`src/rtl/fetch_ctrl_if.sv`:
```
// Fetch-controller bus bundle: PC handshake, instruction-memory request/response
// and decode-side valid/ready. The master modport is the fetch controller; the
// slave modport is its environment (PC register, instruction memory, decode).
interface fetch_ctrl_if #(
  parameter int unsigned DATA_WIDTH = 32
);
  logic [DATA_WIDTH-1:0] PC_i;
  logic                  PCEn_o;
  logic                  flush_i;
  logic                  ImemReq_o;
  logic [DATA_WIDTH-1:0] ImemAddr_o;
  logic                  ImemRvalid_i;
  logic [DATA_WIDTH-1:0] ImemRdata_i;
  logic [DATA_WIDTH-1:0] Instr_o;
  logic [DATA_WIDTH-1:0] InstrPC_o;
  logic                  InstrValid_o;
  logic                  DecReady_i;
  logic                  BusErr_o;

  modport master (
    input  PC_i, flush_i, ImemRvalid_i, ImemRdata_i, DecReady_i,
    output PCEn_o, ImemReq_o, ImemAddr_o, Instr_o, InstrPC_o, InstrValid_o, BusErr_o
  );

  modport slave (
    output PC_i, flush_i, ImemRvalid_i, ImemRdata_i, DecReady_i,
    input  PCEn_o, ImemReq_o, ImemAddr_o, Instr_o, InstrPC_o, InstrValid_o, BusErr_o
  );
endinterface

```
`src/rtl/fetch_ctrl.sv`:
```
// Fetch controller: issues one instruction-memory request at a time for the
// current PC, hands the response to decode through a valid/ready output
// register backed by a one-entry skid, advances the PC on each handoff and
// discards in-flight responses on a redirect. A sticky flag reports a memory
// that stays silent for TIMEOUT cycles.
module fetch_ctrl #(
  parameter int unsigned DATA_WIDTH = 32,
  parameter int unsigned TIMEOUT    = 255
) (
  input  logic         clk_i,
  input  logic         rst_ni,
  fetch_ctrl_if.master bus
);

  typedef enum logic [1:0] {
    S_IDLE,
    S_WAIT,
    S_HOLD,
    S_DROP
  } state_t;

  // Timer only needs to reach TIMEOUT-1; the flag is raised on that cycle.
  localparam int unsigned TW = (TIMEOUT > 1) ? $clog2(TIMEOUT) : 1;
  localparam logic [TW-1:0] TLIM = TW'(TIMEOUT - 1);

  state_t                r_state;
  logic [DATA_WIDTH-1:0] r_req_pc;
  logic [DATA_WIDTH-1:0] r_skid;
  logic [DATA_WIDTH-1:0] r_instr;
  logic [DATA_WIDTH-1:0] r_instr_pc;
  logic                  r_valid;
  logic                  r_bus_err;
  logic [TW-1:0]         r_timer;

  state_t w_next;
  logic   w_out_free;
  logic   w_req;
  logic   w_cap_wait;
  logic   w_cap_hold;
  logic   w_capture;
  logic   w_skid_load;
  logic   w_pcen;
  logic   w_waiting;

  // Next-state, request and capture decisions; flush outranks every capture.
  always_comb begin
    w_next      = r_state;
    w_req       = 1'b0;
    w_cap_wait  = 1'b0;
    w_cap_hold  = 1'b0;
    w_skid_load = 1'b0;
    w_out_free  = !r_valid || bus.DecReady_i;
    unique case (r_state)
      S_IDLE: begin
        if (!bus.flush_i && w_out_free) begin
          w_req  = 1'b1;
          w_next = S_WAIT;
        end
      end
      S_WAIT: begin
        if (bus.flush_i) begin
          w_next = bus.ImemRvalid_i ? S_IDLE : S_DROP;
        end else if (bus.ImemRvalid_i) begin
          if (w_out_free) begin
            w_cap_wait = 1'b1;
            w_next     = S_IDLE;
          end else begin
            w_skid_load = 1'b1;
            w_next      = S_HOLD;
          end
        end
      end
      S_HOLD: begin
        if (bus.flush_i) begin
          w_next = S_IDLE;
        end else if (w_out_free) begin
          w_cap_hold = 1'b1;
          w_next     = S_IDLE;
        end
      end
      S_DROP: begin
        if (bus.ImemRvalid_i) begin
          w_next = S_IDLE;
        end
      end
      default: w_next = S_IDLE;
    endcase
    w_capture = w_cap_wait || w_cap_hold;
    w_pcen    = bus.flush_i || w_capture;
    w_waiting = (r_state == S_WAIT || r_state == S_DROP) &&
                (w_next  == S_WAIT || w_next  == S_DROP);
  end

  // Combinational strobes are held low while reset is asserted.
  assign bus.ImemReq_o    = rst_ni && w_req;
  assign bus.PCEn_o       = rst_ni && w_pcen;
  assign bus.ImemAddr_o   = (rst_ni && w_req) ? bus.PC_i : r_req_pc;
  assign bus.Instr_o      = r_instr;
  assign bus.InstrPC_o    = r_instr_pc;
  assign bus.InstrValid_o = r_valid;
  assign bus.BusErr_o     = r_bus_err;

  // FSM state, request PC, skid, output register and timeout tracking.
  always_ff @(posedge clk_i or negedge rst_ni) begin
    if (!rst_ni) begin
      r_state    <= S_IDLE;
      r_req_pc   <= '0;
      r_skid     <= '0;
      r_instr    <= '0;
      r_instr_pc <= '0;
      r_valid    <= 1'b0;
      r_bus_err  <= 1'b0;
      r_timer    <= '0;
    end else begin
      r_state <= w_next;
      if (w_req) begin
        r_req_pc <= bus.PC_i;
      end
      if (w_skid_load) begin
        r_skid <= bus.ImemRdata_i;
      end
      if (bus.flush_i) begin
        r_valid <= 1'b0;
      end else if (w_capture) begin
        r_valid    <= 1'b1;
        r_instr    <= w_cap_hold ? r_skid : bus.ImemRdata_i;
        r_instr_pc <= r_req_pc;
      end else if (bus.DecReady_i) begin
        r_valid <= 1'b0;
      end
      if (w_waiting) begin
        if (r_timer == TLIM) begin
          r_bus_err <= 1'b1;
        end else begin
          r_timer <= r_timer + 1'b1;
        end
      end else begin
        r_timer <= '0;
      end
    end
  end

endmodule

```
`src/flat_wrapper.sv`:
```
// flat-port wrapper written by rule: the top's interface ports become plain ports
module fetch_ctrl_flat 
#(
  parameter int unsigned DATA_WIDTH = 32,
  parameter int unsigned TIMEOUT    = 255
)
  (clk_i, rst_ni, bus_PC_i, bus_flush_i, bus_ImemRvalid_i, bus_ImemRdata_i, bus_DecReady_i, bus_PCEn_o, bus_ImemReq_o, bus_ImemAddr_o, bus_Instr_o, bus_InstrPC_o, bus_InstrValid_o, bus_BusErr_o);
  fetch_ctrl_if #(.DATA_WIDTH(DATA_WIDTH)) bus_i ();
  input  logic clk_i;
  input  logic rst_ni;
  input wire logic [$bits(bus_i.PC_i)-1:0] bus_PC_i;
  input wire logic [$bits(bus_i.flush_i)-1:0] bus_flush_i;
  input wire logic [$bits(bus_i.ImemRvalid_i)-1:0] bus_ImemRvalid_i;
  input wire logic [$bits(bus_i.ImemRdata_i)-1:0] bus_ImemRdata_i;
  input wire logic [$bits(bus_i.DecReady_i)-1:0] bus_DecReady_i;
  output wire logic [$bits(bus_i.PCEn_o)-1:0] bus_PCEn_o;
  output wire logic [$bits(bus_i.ImemReq_o)-1:0] bus_ImemReq_o;
  output wire logic [$bits(bus_i.ImemAddr_o)-1:0] bus_ImemAddr_o;
  output wire logic [$bits(bus_i.Instr_o)-1:0] bus_Instr_o;
  output wire logic [$bits(bus_i.InstrPC_o)-1:0] bus_InstrPC_o;
  output wire logic [$bits(bus_i.InstrValid_o)-1:0] bus_InstrValid_o;
  output wire logic [$bits(bus_i.BusErr_o)-1:0] bus_BusErr_o;
  assign bus_i.PC_i = bus_PC_i;
  assign bus_i.flush_i = bus_flush_i;
  assign bus_i.ImemRvalid_i = bus_ImemRvalid_i;
  assign bus_i.ImemRdata_i = bus_ImemRdata_i;
  assign bus_i.DecReady_i = bus_DecReady_i;
  assign bus_PCEn_o = bus_i.PCEn_o;
  assign bus_ImemReq_o = bus_i.ImemReq_o;
  assign bus_ImemAddr_o = bus_i.ImemAddr_o;
  assign bus_Instr_o = bus_i.Instr_o;
  assign bus_InstrPC_o = bus_i.InstrPC_o;
  assign bus_InstrValid_o = bus_i.InstrValid_o;
  assign bus_BusErr_o = bus_i.BusErr_o;
  fetch_ctrl #(.DATA_WIDTH(DATA_WIDTH), .TIMEOUT(TIMEOUT)) u_core (.clk_i(clk_i), .rst_ni(rst_ni), .bus(bus_i));
endmodule
```
`config.mk`:
```
export PLATFORM = sky130hd
export DESIGN_NAME = fetch_ctrl_flat
export DESIGN_NICKNAME = d
export VERILOG_FILES = /design/src/rtl/fetch_ctrl_if.sv /design/src/rtl/fetch_ctrl.sv /design/src/flat_wrapper.sv
export SDC_FILE = /design/constraint.sdc
export NUM_CORES = 1
export LEC_CHECK = 0
export CAP_MARGIN = 10
export CORE_MARGIN = 10
export CORE_UTILIZATION = 48
export CTS_CLUSTER_SIZE = 16
export DETAILED_ROUTE_END_ITERATION = 8
export PLACE_DENSITY_LB_ADDON = 0.05
export SYNTH_ARGS = -nofsm -noshare
export SYNTH_HDL_FRONTEND = slang
export SYNTH_SLANG_ARGS = --single-unit
export TNS_END_PERCENT = 5
```
`constraint.sdc`:
```
create_clock -name clk_i -period 2.1 [get_ports clk_i]
set_input_delay 0.315 -clock clk_i [delete_from_list [all_inputs] [get_ports clk_i]]
set_output_delay 0.315 -clock clk_i [all_outputs]
set_load 0.03 [all_outputs]
```
==> Yosys cells after proc, flatten, opt, wreduce, memory -nomap -nowiden <==
Index checks and enable logic that the tools add are counted.
{ "op_classes": {"n_addsub": 1, "eq_ne": 7, "n_mux": 28, "bitwise": 1, "reduce_logical": 15} }
{ "op_table": {"columns": ["op", "count"], "rows": [
  ["$mux 32", 2],
  ["$mux 2", 8],
  ["$mux 8", 2],
  ["$mux 1", 15],
  ["$add 8x1->8 const B", 1],
  ["$eq 8x8->1 const B", 1],
  ["$pmux 2 s4", 1],
  ["$eq 2x2->1 const B", 3],
  ["$logic_or 1x1->1", 5],
  ["$eq 2x1->1 const B", 2],
  ["$logic_and 1x1->1", 4],
  ["$reduce_and 2->1", 2],
  ["$reduce_bool 3->1", 1],
  ["$logic_not 1->1", 2],
  ["$logic_not 2->1", 1],
  ["$ne 2x2->1 const B", 1],
  ["$not 1->1", 1]
]} }
{ "totals": {"regBits": 140, "inputBits": 69, "output_inout_bits": 100, "word_cells": 60} }

==> Depth between registers and ports, before layout <==
{ "depth": {"ltp_word": 10, "mapped_depth": 6, "depth_no_buf": 5} }

==> Worst setup path after synthesis <==
Ideal clock, no wire load.
{ "synth_timing": {"path_type": "register to output", "startpoint": "register u_core.r_valid (netlist: u_core.bus.InstrValid_o)", "endpoint": "output bus_PCEn_o", "arrival_ps": 1613, "t_required_ps": 1785, "setup_slack_ps": 172, "stages_incl_launch_ff": 6, "path_buffers": 2, "cell_sequence": "dfrtp_1 nor2b_1 a211oi_1 buf_2 buf_4 o21a_1"} }
{ "synth_via": {"elab_chain_len": 9, "elab_cells_between_ends": 11, "cone_classes": "6 x mux; 5 x reduce/logical"} }
{ "synth_lines": {"columns": ["item", "line", "source"], "rows": [
  ["from (decl)", "fetch_ctrl.sv:31", "logic r_valid;"],
  ["from (signal assigned)", "fetch_ctrl.sv:111", "r_valid <= 1'b0;"],
  ["from (signal assigned)", "fetch_ctrl.sv:123", "r_valid <= 1'b0;"],
  ["from (signal assigned)", "fetch_ctrl.sv:125", "r_valid <= 1'b1;"],
  ["$logic_not 1->1 (*)", "fetch_ctrl.sv:52", "w_out_free = !r_valid || bus.DecReady_i;"],
  ["$logic_or 1x1->1 (*)", "fetch_ctrl.sv:52", null],
  ["$mux 1 (*)", "fetch_ctrl.sv:64, fetch_ctrl.sv:76", null],
  ["$mux 1", "fetch_ctrl.sv:63", "end else if (bus.ImemRvalid_i) begin"],
  ["$mux 1", "fetch_ctrl.sv:61", "if (bus.flush_i) begin"],
  ["$mux 1", "fetch_ctrl.sv:53", "unique case (r_state)"],
  ["$logic_or 1x1->1 (*)", "fetch_ctrl.sv:88", "w_capture = w_cap_wait || w_cap_hold;"],
  ["$logic_or 1x1->1 (*)", "fetch_ctrl.sv:89", "w_pcen = bus.flush_i || w_capture;"],
  ["$logic_and 1x1->1 (*)", "fetch_ctrl.sv:96", "assign bus.PCEn_o = rst_ni && w_pcen;"],
  ["to (decl)", "flat_wrapper.sv:16", "output wire logic [$bits(bus_i.PCEn_o)-1:0] bus_PCEn_o;"]
]} }
Mark *: on every way between the ends. The rest lies on a longest branch, timed or not.

==> Final worst setup path <==
{ "layout_timing": {"startpoint": "register u_core.r_state[1]", "endpoint": "output bus_ImemAddr_o[4]"} }
{ "layout_via": {"elab_chain_len": 4} }
{ "layout_lines": {"columns": ["item", "line", "source"], "rows": [
  ["from (decl)", "fetch_ctrl.sv:26", "state_t r_state;"],
  ["from (signal assigned)", "fetch_ctrl.sv:115", "r_state <= w_next;"],
  ["$logic_not 2->1", "fetch_ctrl.sv:53", null],
  ["$mux 1", "fetch_ctrl.sv:53", null],
  ["$logic_and 1x1->1", "fetch_ctrl.sv:97", "assign bus.ImemAddr_o = (rst_ni && w_req) ? bus.PC_i : r_req_pc;"],
  ["$mux 32", "fetch_ctrl.sv:97", null],
  ["to (decl)", "flat_wrapper.sv:18", "output wire logic [$bits(bus_i.ImemAddr_o)-1:0] bus_ImemAddr_o;"]
]} }
No other way between the ends.

==> reports/results.ini <==
[grt]
grt_max_degree=142
grt_pass1_vias=4803
antenna_found_initial=0
overflow=0
track_usage_pct=18.23
grt_pass1_wl_um=25700

[finish]
syn2layout_area_growth_pct=46.62
layout_commonest_cell=dfrtp_1
nets=669
antenna_cells=0
final_core_util_pct=72.48
layout_common_cells=140 x dfrtp_1, 133 x clkdlybuf4s50_1, 128 x mux2_2, 32 x or3_1, 32 x o221a_2
drive_above_1_share_pct=41.41

[logic_synthesis]
ys.warnings.count=0
ys_seq_area_share_pct=58.27
syn_avg_cell_area_um2=14.45
ys_dominant_reg_cell=dfrtp_1
syn-num-nets=487
synth-seq-cells=140
synth_area_um2=6012
synth_edf_count=0
syn_inst=416
async_flop_share_pct=100.0
synth_cell_types=33

[status]
violations=hold timing, setup timing
status=finished with violations

[worst_setup_path]
cp.arrival_ps=1910
required_ps=1780
reg2reg_slack_ps=190
crit_path_cell_trace=nor2_2, nand4_1, buf_12, buf_12, mux2_2, buf_6
reg2reg_to=u_core.bus.InstrPC_o[26]
rr_worst_depth=6
critPathBufInv=3
cp_slowest_stage_delay_ps=400
cp-end-kind=primary output
startpoint_type=flop
cpMaxStageDelayCell=dfrtp_1
crit_family=buffers and inverters
criticalPathCategory=flop to primary output
cp_max_fo=20
path_common_cell=buf_12
r2r-start=u_core.r_state[1]

[job]
max_cap_violations=0

[sta]
finalCriticalPeriod_ps=2226
timing.final.crit_share_pct=106.0
rsz0062_at_grt=true
slew_viol_final=0
clock_skew_ps=8.135
layout_setup_ws_ps=-125.9
max_freq_ghz=0.4493
hold_viol_final=6
holdWs_ps=-36.71
slew-limit-headroom_pct=45.60
worst_pin_slew_ps=815.9
finalSetupViolCount=33

[route]
dr.pass1.iters=4
drc=0
via_per_inst=5.447
drtAntennaViolNets=0
drt_iter0_drc=383
vias=4243
wl_per_cell_um=20.05
wirelength_um=15620

[cts]
path_clk_slew_ps=60
cts_tree=built
cts.path.max_buffers=2
cts-htree-levels=4
cts-buffers-inserted=17
numClockSinks=140
cts-root-buf=clkbuf_16
insertion_delay_ps=410

[die]
die_area_um2=17400
row_count=40
initial_core_util_pct=49.43
dieWidth_um=131.9
chipHeight_um=131.9
num_io_pins=169
core_area_um2=12160

[power_and_ir_drop]
ir_worst_vdd_mv=0.9935
p_leak_uw=0.003741
p_per_area_nw_per_um2=1612

[place]
place_congestion=0.7781
io_buffers=168
dp_hpwl_um=10690

[hold_path]
hold_class=input pin to asynchronous set/reset pin

-- final cells by class --
cell class,instances,area [µm²]
Sequential cell,140,3503
Fill cell,834,3347
Multi-Input combinational cell,245,2370
Timing Repair Buffer,190,1987
Clock buffer,20,466.7
Clock inverter,12,262.8
Tap cell,168,210.2
Inverter,4,15.01
-- cells in the mapped netlist (all sizes together), types with 2 or more instances --
master / number / share of area, %
buf: 16 / 1.7
ha: 2 / 0.42
mux2: 128 / 24
a21oi: 2 / 0.17
or3: 32 / 3.3
o221a: 32 / 6.0
inv: 4 / 0.25
o21ai: 3 / 0.25
nand2b: 3 / 0.31
a211oi: 4 / 0.50
nor3: 3 / 0.25
clkbuf: 11 / 0.69
and3: 4 / 0.42
o31ai: 2 / 0.25
dfrtp: 140 / 58
a31oi: 6 / 0.62
nand4: 5 / 0.52
nand2: 4 / 0.25
nor2b: 3 / 0.31
-- power breakdown --
part / switching [µW] / internal, µW / leakage, µW
Sequential: 654 / 3800 / 0.00171
Combinational: 3110 / 2980 / 0.00168
Clock: 1100 / 2560 / 0.000356
-- state kept, by name, indices dropped and copies added (netlist names) --
signal,cells
u_core.bus.InstrPC_o,32
u_core.bus.Instr_o,32
u_core.r_req_pc,32
u_core.r_skid,32
u_core.r_timer,8
u_core.r_state,2
u_core.bus.BusErr_o,1
u_core.bus.InstrValid_o,1
-- timing repair --
action | CTS | global route
cloned | 0 | 0
hold buffers | 0 | 0
hold endpoints to repair | 0 | 0
resized for setup | 61 | 0
pin swaps | 2 | 0
setup endpoints to repair | 33 | 33
setup buffers | 1 | 0
-- how the worst max path moves through the flow --
stage,from,end,slack (ps),cells past startpoint
2_1_floorplan,u_core.bus.InstrValid_o,bus_PCEn_o,170,5
3_3_place_gp,bus_flush_i,bus_ImemAddr_o[30],-380,6
3_5_place_dp,bus_flush_i,bus_ImemAddr_o[31],-400,6
4_1_cts,u_core.r_state[1],bus_ImemAddr_o[4],-130,6
5_1_grt,u_core.r_state[1],bus_ImemAddr_o[4],-210,6
6_report,u_core.r_state[1],bus_ImemAddr_o[4],-130,6
-- per-layer routing --
| layer | track usage [%] | vias to the layer above | part of all wire [%] |
|---|---|---|---|
| li1 | - | 1950 | - |
| met1 | 20.48 | 2140 | 40 |
| met2 | 29.91 | 139 | 50 |
| met3 | 8.079 | 14 | 8.8 |
| met4 | 6.737 | 0 | 1.3 |
| met5 | 0 | - | 0 |
-- through the flow --
| step | area [µm²] | setup slack, ps | cells | TNS (ps) | total power (µW) |
|---|---|---|---|---|---|
| finish | 8815 | -125.9 | 779 | -3257 | 14210 |
| floorplan | 6012 | 172.4 | 416 | 0 | 7923 |
| detailed placement | 7969 | -398.9 | 746 | -16840 | 10530 |
| global placement | 7969 | -375.4 | 746 | -15050 | 10380 |
| global route | 8815 | -207.2 | 779 | -6033 | 14890 |
| CTS | 8815 | -133.5 | 779 | -3540 | 14360 |
-- cells by family after synthesis --
kind of cell	count (synthesis)	share of synthesized area, %
flops	140	58.27
mux	128	23.97
buf+inv	31	2.601
simple gates	61	6.223
fa+ha+maj	2	0.4162
compound gates	54	8.512
(Power assumes the default switching activity.)
